**src/rtl/rng_pkg.sv**
```systemverilog
// Shared types and default constants for the random word pool.
package rng_pkg;

  typedef enum logic [1:0] {
    WARM = 2'd0,
    RUN  = 2'd1,
    FAIL = 2'd2
  } rng_state_e;

  localparam logic [63:0] DEF_TAPS = 64'hD800_0000_0000_0000;
  localparam logic [63:0] DEF_INIT = '1;
  localparam int unsigned WCNT_W   = 8;

endpackage

```
**src/rtl/rng_lane.sv**
```systemverilog
// Single Galois LFSR lane: steps every cycle unless loaded or in reset.
module rng_lane import rng_pkg::*; #(
  parameter int unsigned    W         = 64,
  parameter logic [W-1:0]   TAPS      = W'(DEF_TAPS),
  parameter logic [W-1:0]   RESET_VAL = '1
) (
  input  logic         clock,
  input  logic         reset_n,
  input  logic         load,
  input  logic [W-1:0] load_data,
  output logic [W-1:0] state
);

  always_ff @(posedge clock) begin
    if (!reset_n)  state <= RESET_VAL;
    else if (load) state <= load_data;
    else           state <= (state >> 1) ^ (state[0] ? TAPS : '0);
  end

endmodule

```
**src/rtl/rng_pool.sv**
```systemverilog
// Pool of XOR-combined LFSR lanes feeding a show-ahead FIFO, with warmup
// discard and a sticky repetition health test.
module rng_pool import rng_pkg::*; #(
  parameter int unsigned      DBITS     = 64,
  parameter int unsigned      LANES     = 2,
  parameter int unsigned      DEPTH     = 4,
  parameter logic [DBITS-1:0] TAPS      = DBITS'(DEF_TAPS),
  parameter logic [DBITS-1:0] INIT      = '1,
  parameter int unsigned      WARMUP    = 16,
  parameter int unsigned      REP_LIMIT = 3
) (
  input  logic                       clock,
  input  logic                       reset_n,
  input  logic                       seed_en,
  input  logic [DBITS-1:0]           seed_data,
  output logic                       out_valid,
  input  logic                       out_ready,
  output logic [DBITS-1:0]           out_data,
  output logic [$clog2(DEPTH+1)-1:0] level,
  output logic                       health_fail
);

  localparam int unsigned LW = $clog2(DEPTH + 1);
  localparam int unsigned PW = $clog2(DEPTH);
  localparam int unsigned RW = $clog2(REP_LIMIT + 1);

  logic [DBITS-1:0]  lane_q [LANES];
  logic [DBITS-1:0]  w_c;
  rng_state_e        state_q, state_nxt;
  logic [WCNT_W-1:0] warm_q;
  logic [RW-1:0]     rep_q, rep_nxt_c;
  logic [DBITS-1:0]  prev_q;
  logic              run_c, trip_c, pop_c, push_c, flush_c;
  logic [DBITS-1:0]  mem_q [DEPTH];
  logic [PW-1:0]     rd_q, wr_q;
  logic [LW-1:0]     cnt_q, cnt_nxt_c;

  // Lane i seeds from seed_data rotated left by i; a zero result falls back to INIT^i.
  for (genvar i = 0; i < LANES; i++) begin : g_lane
    localparam logic [DBITS-1:0] LANE_INIT = INIT ^ DBITS'(i);
    logic [DBITS-1:0] rot_c, load_c;
    assign rot_c  = (seed_data << i) | (seed_data >> (DBITS - i));
    assign load_c = (rot_c == '0) ? LANE_INIT : rot_c;
    rng_lane #(
      .W         (DBITS),
      .TAPS      (TAPS),
      .RESET_VAL (LANE_INIT)
    ) u_lane (
      .clock     (clock),
      .reset_n   (reset_n),
      .load      (seed_en),
      .load_data (load_c),
      .state     (lane_q[i])
    );
  end

  always_comb begin
    w_c = '0;
    for (int unsigned i = 0; i < LANES; i++) w_c = w_c ^ lane_q[i];
  end

  // The last warmup step doubles as the first RUN cycle, so WARMUP=0 runs immediately.
  always_comb begin
    run_c     = (state_q == RUN) || ((state_q == WARM) && (warm_q == WCNT_W'(WARMUP)));
    rep_nxt_c = ((rep_q != '0) && (w_c == prev_q)) ? rep_q + RW'(1) : RW'(1);
    trip_c    = run_c && (rep_nxt_c >= RW'(REP_LIMIT));
  end

  always_ff @(posedge clock) begin
    if (!reset_n) state_q <= WARM;
    else          state_q <= state_nxt;
  end

  always_comb begin
    state_nxt = state_q;
    if (seed_en) begin
      state_nxt = WARM;
    end else begin
      case (state_q)
        WARM:    if (trip_c) state_nxt = FAIL; else if (run_c) state_nxt = RUN;
        RUN:     if (trip_c) state_nxt = FAIL;
        default: state_nxt = state_q;
      endcase
    end
  end

  // Seeding and a health trip both flush; neither lets a pop or push through.
  always_comb begin
    flush_c = seed_en || trip_c;
    pop_c   = out_valid && out_ready && !flush_c;
    push_c  = run_c && !flush_c && ((cnt_q != LW'(DEPTH)) || pop_c);
  end

  always_ff @(posedge clock) begin
    if (!reset_n || seed_en) begin
      warm_q      <= '0;
      rep_q       <= '0;
      prev_q      <= '0;
      health_fail <= 1'b0;
    end else begin
      if ((state_q == WARM) && !run_c) warm_q <= warm_q + WCNT_W'(1);
      if (run_c) begin
        rep_q  <= rep_nxt_c;
        prev_q <= w_c;
      end
      if (trip_c) health_fail <= 1'b1;
    end
  end

  always_comb begin
    cnt_nxt_c = cnt_q;
    if (flush_c)              cnt_nxt_c = '0;
    else if (push_c && !pop_c) cnt_nxt_c = cnt_q + LW'(1);
    else if (pop_c && !push_c) cnt_nxt_c = cnt_q - LW'(1);
  end

  always_ff @(posedge clock) begin
    if (!reset_n || flush_c) begin
      rd_q      <= '0;
      wr_q      <= '0;
      cnt_q     <= '0;
      out_valid <= 1'b0;
    end else begin
      if (pop_c)  rd_q <= rd_q + PW'(1);
      if (push_c) wr_q <= wr_q + PW'(1);
      cnt_q     <= cnt_nxt_c;
      out_valid <= (cnt_nxt_c != '0);
    end
  end

  always_ff @(posedge clock) begin
    if (push_c) mem_q[wr_q] <= w_c;
  end

  assign out_data = mem_q[rd_q];
  assign level    = cnt_q;

endmodule
```
**config.mk**
```make
export PLATFORM = sky130hd
export DESIGN_NAME = rng_pool
export DESIGN_NICKNAME = d
export VERILOG_FILES = /design/src/rtl/rng_pkg.sv /design/src/rtl/rng_lane.sv /design/src/rtl/rng_pool.sv
export SDC_FILE = /design/constraint.sdc
export NUM_CORES = 1
export LEC_CHECK = 0
export ABC_AREA = 1
export BUFFER_PORTS_ARGS = -buffer_cell sky130_fd_sc_hd__buf_2
export CAP_MARGIN = 5
export CORE_MARGIN = 3
export CORE_UTILIZATION = 30
export CTS_BUF_LIST = sky130_fd_sc_hd__clkbuf_8
export CTS_CLUSTER_SIZE = 25
export DETAILED_ROUTE_END_ITERATION = 12
export PLACE_DENSITY_LB_ADDON = 0.25
export SLEW_MARGIN = 20
export SYNTH_ARGS = -nofsm -noshare
export SYNTH_HDL_FRONTEND = slang
export SYNTH_SLANG_ARGS = --single-unit
```
**constraint.sdc**
```tcl
create_clock -name clock -period 8.4 [get_ports clock]
set_input_delay 1.26 -clock clock [delete_from_list [all_inputs] [get_ports clock]]
set_output_delay 1.26 -clock clock [all_outputs]
set_load 0.02 [all_outputs]
```
==> impl_metrics.env <==
export IMPL_crit_path_required_time_ps=7140
export IMPL_clock_path_buffers=3
export IMPL_area_delta_synth_final_pct=15.73
export IMPL_fin_setup_tns_ps=0
export IMPL_drv_max_cap_violation_count=0
export IMPL_net_switching_power_mw=1.174
export IMPL_cts_hold_buffers=0
export IMPL_slowest_delay_ps=640
export IMPL_setup_worst_path_end_class="output port"
export IMPL_power_internal_mw=3.609
export IMPL_yosys_cell_types_count=38
export IMPL_num_io_pins=137
export IMPL_clkTransAtPathRegs_ps=60
export IMPL_rsz0062_at_grt="false"
export IMPL_placement_rows=92
export IMPL_multi_input_comb_area_um2=6371
export IMPL_number_of_nets_in_the_finished_design=2287
export IMPL_seq_area_frac_synth_pct=61.33
export IMPL_async_flop_share_pct=0
export IMPL_drive_above_1_share_pct=12.44
export IMPL_commonest_non_fill_non_tap_cell_in_the_layout="sky130_fd_sc_hd__nand2_1"
export IMPL_finalNonFillerCells=3124
export IMPL_drt_wl_total_mm=54.86
export IMPL_dpl_instance_area_um2=21110
export IMPL_fin_skew_ps=31.71
export IMPL_post_synthesis_cell_area_um2=19550
export IMPL_tritoncts="yes"
export IMPL_run_status="finished clean"
export IMPL_cp_start_kind="flip-flop"
export IMPL_cts_buffers=79
export IMPL_totalPowerFinal_mw=4.783
export IMPL_peak_supply_drop_mv=0.09997
export IMPL_yosys_register_bits=471
export IMPL_worst_setup_path_type="flip-flop to output port"
export IMPL_first_pass_grt_wire_length_mm=83.74
export IMPL_combPwrFrac_pct=6.7
export IMPL_globalRoute_totalOverflow=0
export IMPL_number_of_gates_given_a_new_drive_strength_after_cts=0
export IMPL_floorplan_initialDensity_pct=30.66
export IMPL_p_clk_share_pct=40.4
export IMPL_post_route_cell_area_um2=22630
export IMPL_drt_drc_violations_left=0
export IMPL_layout_common_cells="sky130_fd_sc_hd__nand2_1 (380), sky130_fd_sc_hd__inv_1 (258), sky130_fd_sc_hd__edfxtp_1 (256)"
export IMPL_timing_final_crit_period_ps=4486
export IMPL_powerDensity_nw_per_um2=211.4
export IMPL_detail_route_iter0_violations=877
export IMPL_die_width_um=261.3
export IMPL_gp_congestion=0.7884
export IMPL_place_detailed_instances=2974
export IMPL_timing_hold_worst_class="flip-flop to flip-flop"
export IMPL_remaining_number_of_nets_flagged_by_the_antenna_check_after_routing=0
export IMPL_cts_sink_count=471
export IMPL_final_max_slew_viol_count=0
export IMPL_critical_path_slowest_cell="sky130_fd_sc_hd__dfxtp_4"
export IMPL_first_global_vias=14700
export IMPL_die_y_um=261.3
export IMPL_setup_viol=0
export IMPL_clock_insertion_delay_at_the_later_pin_of_the_skew_report_ps=640
export IMPL_final_fill_count=6505
export IMPL_critical_path_cell_chain="clkinv_2 > buf_4 > buf_4 > o21ai_0 > o22ai_1 > buf_2"
export IMPL_dp_wirelength_mm=36.39
export IMPL_fp_coreArea_um2=63770
export IMPL_drt_pass1_iter_count=5
export IMPL_critical_path_max_fanout=48
export IMPL_grt_antenna_before_repair=10
export IMPL_synth_area_per_cell_um2=9.428
export IMPL_grt_start_max_net_pins=86
export IMPL_h_tree_levels=3
export IMPL_critical_path_arrival_ps=3230
export IMPL_static_leakage_power_nw=9.275
export IMPL_power_sequential_fraction_pct=52.8
export IMPL_fin_crit_sh_pct=53.40
export IMPL_synth_edff_count=256
export IMPL_ys_warnings_count=0
export IMPL_slew_headroom_pct=41.17
export IMPL_number_of_buffers_added_for_setup_after_cts=0
export IMPL_syn_instance_count=2074
export IMPL_dr_total_vias=15010
export IMPL_final_hold_vio_count=0
export IMPL_critical_path_top_cell_by_count="sky130_fd_sc_hd__buf_4"
export IMPL_clock_fmax_mhz=222.9
export IMPL_synthesis_nets=2152
export IMPL_numPortBuffers=136
export IMPL_die_area_um2=68280
export IMPL_ctsRootBufferMaster="sky130_fd_sc_hd__clkbuf_8"
export IMPL_wire_length_per_cell_after_detailed_routing_um=17.56
export IMPL_sequential_cell_area_um2=12000
export IMPL_postSynth_topFlopCell="sky130_fd_sc_hd__edfxtp_1"
export IMPL_grt_use_total_pct=15.85
export IMPL_vias_per_cell=4.806
export IMPL_max_slew_worst_pin_slew_ps=882.4
export IMPL_power_share_switching_pct=24.54
## area by class of cell
| class | count | area share, % |
|---|---|---|
| Multi-Input combinational cell | 1276 | 28.15 |
| Timing Repair Buffer | 157 | 3.726 |
| Clock buffer | 91 | 5.534 |
| Antenna cell | 3 | 0.03317 |
| Sequential cell | 471 | 53.02 |
| Inverter | 224 | 3.721 |
| Clock inverter | 56 | 1.133 |
| Tap cell | 846 | 4.677 |
## layer usage
metal  part of all wire, %  global-route usage [%]  up-vias  wire length, µm
met5                  0.17                       0        -               93
met4                   2.4                   5.405       14             1290
met3                   4.4                   3.065       96             2421
met2                    46                   26.19      309            25430
met1                    47                   20.84     7220            25620
li1                      -                       -     7375                -
## critical path: cells and delay by family (launching register included)
kind | cells | cell delay, ps
flip-flops | 1 | 640
buffers and inverters | 4 | 1550
AO/OA/AOI/OAI | 2 | 340
## cells by family after synthesis
logic type / after synthesis / share of synthesized area (%)
buffers and inverters: 327 / 6.296
xor gates and xnor gates: 32 / 1.433
and+or+nand+nor: 728 / 15.77
AOI/OAI and AO/OA: 506 / 14.54
DFF: 471 / 61.33
adders and majority gates: 10 / 0.6399
## flip-flops by register name, indices dropped and copies added, names as in the netlist, named ones only
signal               count
health_fail              1
out_valid                1
g_lane.u_lane.state    128
prev_q                  64
wr_q                     2
mem_q                  256
level                    3
rd_q                     2
state_q                  2
rep_q                    2
warm_q                   8
## cells in the mapped netlist (all sizes together) (16+ instances only)
| cell type | instances | area [µm²] |
|---|---|---|
| nand3 | 86 | 430.4 |
| o211ai | 83 | 623.1 |
| edfxtp | 256 | 7687 |
| xnor2 | 18 | 157.7 |
| clkbuf | 100 | 375.4 |
| o22ai | 65 | 406.6 |
| nor4 | 18 | 127.6 |
| a21oi | 80 | 400.4 |
| inv | 221 | 829.5 |
| dfxtp | 215 | 4304 |
| nand2 | 385 | 1474 |
| o21ai | 268 | 1345 |
| nor2 | 203 | 798.3 |
| nand4 | 16 | 115.1 |
## power by group through the flow
stage | Sequential (mW) | Combinational (mW) | Clock [mW]
floorplan | 2.57 | 0.214 | 0
global placement | 2.57 | 0.319 | 0
detailed placement | 2.58 | 0.323 | 0
CTS | 2.53 | 0.324 | 2.00
global route | 2.53 | 0.366 | 2.10
finish | 2.53 | 0.322 | 1.93
## final timing paths
kind,from,end,slack [ps],depth (start not counted)
setup / recovery,flip-flop,out_data[50],3910,6
hold / removal,prev_q[52],prev_q[52],470,2
setup reg to reg,warm_q[4],mem_q[3][49],4620,11
hold reg to reg,prev_q[52],prev_q[52],470,2
## metrics by stage
step	setup WS [ps]	hold WS [ps]	util, %
floorplan	3309	439.3	-
global placement	4600	453.7	33.11
detailed placement	4516	462.6	33.11
CTS	3798	471.8	35.48
global route	3596	492.1	35.48
finish	3914	469.8	35.49
Power figures use the tool's default switching activity.
